==> src/rtl/vga_pkg.sv <==
// Default 640x480@60 raster timing for the VGA debug display scan generator.
package vga_pkg;

    localparam int CNT_W = 10;

    localparam int H_VIS  = 640;
    localparam int H_FP   = 16;
    localparam int H_SYNC = 96;
    localparam int H_BP   = 48;

    localparam int V_VIS  = 480;
    localparam int V_FP   = 10;
    localparam int V_SYNC = 2;
    localparam int V_BP   = 33;

    localparam int H_TOTAL  = H_VIS + H_FP + H_SYNC + H_BP;
    localparam int V_TOTAL  = V_VIS + V_FP + V_SYNC + V_BP;
    localparam int HS_START = H_VIS + H_FP;
    localparam int HS_END   = HS_START + H_SYNC;
    localparam int VS_START = V_VIS + V_FP;
    localparam int VS_END   = VS_START + V_SYNC;

endpackage

==> src/rtl/sig_delay.sv <==
// Enabled shift register of DLY stages with async active-low clear to a per-bit reset value.
module sig_delay #(
    parameter int             W       = 1,
    parameter int             DLY     = 1,
    parameter logic [W-1:0]   RST_VAL = '0
) (
    input  logic         clk,
    input  logic         rst_n,
    input  logic         en,
    input  logic [W-1:0] d,
    output logic [W-1:0] q
);

    logic [W-1:0] stage [DLY];

    // NOTE: these are flops, not RAM, so every stage is reset; the outputs must
    // come up at their inactive levels rather than whatever power-up left behind.
    always_ff @(posedge clk or negedge rst_n) begin
        if (!rst_n) begin
            for (int i = 0; i < DLY; i++) stage[i] <= RST_VAL;
        end else if (en) begin
            stage[0] <= d;
            for (int i = 1; i < DLY; i++) stage[i] <= stage[i-1];
        end
    end

    assign q = stage[DLY-1];

endmodule

==> src/rtl/vga_scan_gen.sv <==
// Raster scan generator: stage-0 pixel coordinates plus sync/blank aligned to a PIPE_DLY-deep
// render pipeline. Define VGA_SCAN_TICK_EN to add the i_tick pixel-enable port.
module vga_scan_gen
    import vga_pkg::CNT_W;
#(
    parameter int H_VIS    = vga_pkg::H_VIS,
    parameter int H_FP     = vga_pkg::H_FP,
    parameter int H_SYNC   = vga_pkg::H_SYNC,
    parameter int H_BP     = vga_pkg::H_BP,
    parameter int V_VIS    = vga_pkg::V_VIS,
    parameter int V_FP     = vga_pkg::V_FP,
    parameter int V_SYNC   = vga_pkg::V_SYNC,
    parameter int V_BP     = vga_pkg::V_BP,
    parameter bit SYNC_POL = 1'b0,
    parameter int PIPE_DLY = 2
) (
    input  logic             i_clk,
    input  logic             i_rst_n,
`ifdef VGA_SCAN_TICK_EN
    input  logic             i_tick,
`endif
    output logic [CNT_W-1:0] o_px_x,
    output logic [CNT_W-1:0] o_px_y,
    output logic             o_line_start,
    output logic             o_frame_start,
    output logic             o_video_on,
    output logic             o_hsync,
    output logic             o_vsync
);

    localparam int H_TOTAL  = H_VIS + H_FP + H_SYNC + H_BP;
    localparam int V_TOTAL  = V_VIS + V_FP + V_SYNC + V_BP;
    localparam int HS_START = H_VIS + H_FP;
    localparam int HS_END   = HS_START + H_SYNC;
    localparam int VS_START = V_VIS + V_FP;
    localparam int VS_END   = VS_START + V_SYNC;

    localparam logic [CNT_W-1:0] H_LAST = CNT_W'(H_TOTAL - 1);
    localparam logic [CNT_W-1:0] V_LAST = CNT_W'(V_TOTAL - 1);

    if (H_TOTAL > 1024 || V_TOTAL > 1024) begin : g_total_check
        $error("vga_scan_gen: H_TOTAL or V_TOTAL exceeds the 10-bit counter range");
    end
    if (PIPE_DLY < 1 || PIPE_DLY > 8) begin : g_dly_check
        $error("vga_scan_gen: PIPE_DLY must be in 1..8");
    end

    logic adv;
`ifdef VGA_SCAN_TICK_EN
    assign adv = i_tick;
`else
    assign adv = 1'b1;
`endif

    logic [CNT_W-1:0] h;
    logic [CNT_W-1:0] v;

    // NOTE: sequential state uses <= so every flop samples the pre-edge values of
    // its neighbours; blocking = here would make v see an already-updated h.
    always_ff @(posedge i_clk or negedge i_rst_n) begin
        if (!i_rst_n) begin
            h <= '0;
            v <= '0;
        end else if (adv) begin
            if (h == H_LAST) begin
                h <= '0;
                v <= (v == V_LAST) ? '0 : v + 1'b1;
            end else begin
                h <= h + 1'b1;
            end
        end
    end

    logic vis, hs, vs;
    assign vis = (int'(h) < H_VIS) && (int'(v) < V_VIS);
    assign hs  = (int'(h) >= HS_START) && (int'(h) < HS_END);
    assign vs  = (int'(v) >= VS_START) && (int'(v) < VS_END);

    // Bus order {video_on, hsync, vsync}; sync bits are stored at their pin level.
    localparam logic [2:0] DLY_RST = {1'b0, ~SYNC_POL, ~SYNC_POL};

    logic [2:0] dly_q;

    sig_delay #(
        .W       (3),
        .DLY     (PIPE_DLY),
        .RST_VAL (DLY_RST)
    ) u_sync_dly (
        .clk   (i_clk),
        .rst_n (i_rst_n),
        .en    (adv),
        .d     ({vis, hs ^ ~SYNC_POL, vs ^ ~SYNC_POL}),
        .q     (dly_q)
    );

    assign o_video_on = dly_q[2];
    assign o_hsync    = dly_q[1];
    assign o_vsync    = dly_q[0];

    assign o_px_x = h;
    assign o_px_y = v;

    // Counters sit at (0,0) during reset, so the pulses are masked by reset to stay low there.
    assign o_line_start  = i_rst_n & adv & (h == '0);
    assign o_frame_start = i_rst_n & adv & (h == '0) & (v == '0);

endmodule

==> config.mk <==
export PLATFORM = sky130hd
export DESIGN_NAME = vga_scan_gen
export DESIGN_NICKNAME = d
export VERILOG_FILES = /design/src/rtl/vga_pkg.sv /design/src/rtl/sig_delay.sv /design/src/rtl/vga_scan_gen.sv
export SDC_FILE = /design/constraint.sdc
export NUM_CORES = 1
export LEC_CHECK = 0
export ABC_CLOCK_PERIOD_IN_PS = 2900
export CAP_MARGIN = 20
export CELL_PAD_IN_SITES_DETAIL_PLACEMENT = 2
export CELL_PAD_IN_SITES_GLOBAL_PLACEMENT = 2
export CORE_MARGIN = 4
export CORE_UTILIZATION = 31
export DETAILED_ROUTE_END_ITERATION = 7
export PLACE_DENSITY_LB_ADDON = 0.1
export SYNTH_ARGS = -nofsm -noshare
export SYNTH_HDL_FRONTEND = slang
export SYNTH_SLANG_ARGS = --single-unit
==> constraint.sdc <==
create_clock -name i_clk -period 2.9 [get_ports i_clk]
set_clock_uncertainty 0.2 [all_clocks]
set_input_delay 0.29 -clock i_clk [delete_from_list [all_inputs] [get_ports i_clk]]
set_output_delay 0.29 -clock i_clk [all_outputs]
set_load 0.05 [all_outputs]
==> results.txt <==
The number of gates resized after CTS was 0. The register-to-register setup slack is 0.44 ns. The most critical setup path has its startpoint at o_px_x[5].

The setup TNS is 0 ns. The minimum clock period is 2.46 ns. The measured slew at the worst slew-check pin is a little over 0.5 ns.

In the final routed layout, each cell accounts on average for roughly 18 um. The initial core utilization came out at 0.329. The clock passes through at most 2 buffers. The worst register-to-register path ends at o_px_y[9]. The required arrival time at the worst endpoint came out at ~2.9 ns.

Setup repair after global routing left no endpoint under its margin. The power share of the combinational group came out at 0.018. The data arrival at the endpoint of the critical path came out at 2.44 ns.

The routed length on met1 came out at roughly 1500 um. The DRC violation total after the first TritonRoute iteration is a little under 50. The die height came out at roughly 70 um. The startpoint identified for the worst register-to-register timing path is o_px_x[5]. The filler cell count in the final layout is between 300 and 400. The CTS tree is done. The critical path is of the reg2reg type. The total area inside the core boundary comes to between 3000 and 4000 sq um. The worst vdd rail ir drop came out at 0.177 mV. The most area-hungry cell type in the Yosys netlist is sky130_fd_sc_hd__dfrtp_1. Compared with the post-synthesis result, the final layout area differs by 32.8%. The number of DRC violations after detailed routing is 0. The horizontal extent of the die is about 70 um. After clock tree synthesis, the clock-pin slew on the worst setup and hold paths is ~0.090 ns. The number of failing hold endpoints at the final stage is 0. Summed over all nets, wire length on met2 after detailed routing comes to approximately 1700 um.

STA classifies the critical path startpoint as a register. The synthesized cell area is about 1200 sq um. The max-slew violation count is 0.

The die covers 5080 sq um. The most used standard cell by instance count after synthesis is sky130_fd_sc_hd__dfrtp_1. The part of the total power dissipated in sequential elements came out at 0.621. The commonest cells after synthesis are sky130_fd_sc_hd__dfrtp_1, sky130_fd_sc_hd__nand3_1, sky130_fd_sc_hd__nor2_1, sky130_fd_sc_hd__inv_1. The async set-or-reset flop fraction in the synthesized netlist came out at 1.00. The H-tree depth came out at 1.

The number of maximum-capacitance violations came out at 0. The gate count of the mapped netlist came out at about 120. Ranked by total cell area, the synthesized netlist is headed by sky130_fd_sc_hd__dfrtp_1, sky130_fd_sc_hd__dfstp_2, sky130_fd_sc_hd__nand3_1, sky130_fd_sc_hd__ha_1, sky130_fd_sc_hd__xnor2_1.

The multi-input gate area in the final layout is approximately 550 sq um. The most used flip-flop cell after synthesis is sky130_fd_sc_hd__dfrtp_1. The total CTS buffers is 3. The number of search-and-repair iterations in the first detailed-routing pass came out at 4. STA classifies the critical path endpoint as a register. Power comes to 583 uW. The row count is 22. For this block, the via count after detailed routing is ~1.0k. The number of warning messages in the yosys log is 0.

The number of antenna violations at the first check in global routing came to 0. The number of global-route vias before repair came out at approximately 1.1k. The number of port buffers is 26. For this run, the register share of the synthesized area comes to 0.528. The internal power of the cells totals 463 uW. The remaining global-route overflow came out at 0. The number of vias per cell after detailed routing is 5.18. The termination of the worst setup path is o_px_y[9]. After detailed routing, no signal wire sits above met4. The buffer cell driving the clock tree root is sky130_fd_sc_hd__clkbuf_8. For this design the total switching power over the nets is 120 uW.

The total clock sinks is 26. The count of final setup violators is 0. Headroom to the max-slew limit came out at 0.660. The utilization after layout is 0.438. The net count of the finished layout is 156. The clock insertion delay at the later pin of the skew report is 0.27 ns. The flow ran to the end, and the final reports show no timing, DRC or antenna violations. The maximum fanout along the worst path is 8. The share of synthesized area in the top cell type comes to 0.443. The first global-routing pass estimated 5820 um of wire. Once detail routing completed, the nets flagged for antenna violations numbered 0. The static power due to leakage came out at roughly 0.70 nW. The ratio of total power to cell area is ~350 nW/um^2. The number of cells on the worst reg-to-reg path came out at 4. The fraction of power spent switching nets is 0.206.

27 I/O pins were placed. Of the cells placed in the final design, the portion with a size suffix greater than 1 is 0.154. Registers take 656 sq um.

The relative contribution of the clock network to total power came out at 0.361. The number of antenna diodes came out at 0. The buffer count from post-CTS setup fixing is 0. In the finished design, the share of the clock period the worst path needs comes to 0.848. The global placement routability congestion came out at 0.720.

The number of synthesized register bits is 26. The post-detailed-routing wire length is around 3500 um. The number of synthesized flops with an enable pin came out at 0. Static timing analysis puts the maximum clock frequency at between 400 and 500 MHz. The placed wire-length estimate is ~2500 um. The number of hold buffers added after CTS was 0. The post-synth net total came out at 122.

The mean area per synthesized cell came out at between 10 and 15 sq um. The kind of path behind the tightest hold check is reg2reg. The met3 layer wire length in the routed design came out at between 150 and 200 um.

The count of unique library cells instantiated by Yosys is 34. The total global-route track usage came out at 0.145. Entering global routing, the biggest net connects 27 pins.
-- layout make-up --
type                    count  share of cell area
flip-flops and latches     26               0.397
multi-input cells          82               0.335
repair buffers             30               0.188
well taps                  48              0.0364
clock buffers               4              0.0273
inverters                   7              0.0159
-- through the flow --
stage	worst slack, ns	instance area [sq um]	hold WS, ns	instances
floorplan	0.392	1240	-0.206	116
global route	0.314	1650	0.166	197
global placement	0.584	1610	0.137	193
CTS	0.450	1650	0.163	197
detailed placement	0.528	1610	0.149	193
finish	0.442	1650	0.162	197
-- power groups by stage --
| stage | Sequential, mW | Clock (mW) | Combinational (mW) |
|---|---|---|---|
| after floorplan | 0.370 | 0 | 0.000499 |
| after global placement | 0.369 | 0 | 0.0108 |
| after detailed placement | 0.369 | 0 | 0.0111 |
| after CTS | 0.363 | 0.217 | 0.0111 |
| after global routing | 0.363 | 0.237 | 0.0124 |
| final | 0.363 | 0.211 | 0.0104 |
-- flip-flops by register name (all words and copies together) (netlist names) --
signal,flops
o_px_x,10
o_px_y,10
u_sync_dly.q,3
u_sync_dly.stage,3
-- cell usage in the layout, fill, tap and decap left out, drive strengths merged --
cell and n:
a22o 1, nand3 13, and4b 1, and3 5, a22oi 1, o21ai 5
clkdlybuf4s50 24, a21boi 1, o21a 2, or4 1, nor2 8, and2 3
dfrtp 22, or3 2, buf 6, dfstp 4, nand2 4, xnor2 5
o31ai 2, nor3 4, inv 7, xor2 5, nor4b 1, or4b 1
nor2b 2, and4 1, clkbuf 4, nor4 4, ha 4, o211ai 1
and2b 1, o22a 1, nand4 3
-- kinds of logic after synthesis --
logic type	Yosys count	synth area share
simple gates	54	0.258
flops	26	0.528
buf+inv	8	0.0272
fa+ha+maj	4	0.0403
xor+xnor	10	0.0705
compound gates	14	0.0765
-- critical path: stages, from the launching register on --
cell                      delay [ns]
sky130_fd_sc_hd__dfrtp_1        0.47
sky130_fd_sc_hd__or4b_4         0.59
sky130_fd_sc_hd__or3_4          0.38
sky130_fd_sc_hd__or4_1          0.54
sky130_fd_sc_hd__a22oi_1        0.19
-- worst min-delay path by stage --
stage / end / cells past startpoint / start / slack, ns
CTS: u_sync_dly.q[1] / 0 / u_sync_dly.stage[4] / 0.16
floorplan: o_px_x[0] / 0 / i_rst_n / -0.21
global route: u_sync_dly.q[1] / 0 / u_sync_dly.stage[4] / 0.17
finish: u_sync_dly.q[1] / 0 / u_sync_dly.stage[4] / 0.16
detailed placement: u_sync_dly.q[1] / 0 / u_sync_dly.stage[4] / 0.15
global placement: u_sync_dly.q[2] / 0 / u_sync_dly.stage[5] / 0.14
-- metal layers --
| metal | up-vias | GRT usage |
|---|---|---|
| li1 | 482 | - |
| met1 | 504 | 0.197 |
| met2 | 33 | 0.240 |
| met3 | 2 | 0.0266 |
| met4 | 0 | 0.0313 |
| met5 | - | 0 |
No activity file was read; power rests on OpenSTA's default activity.
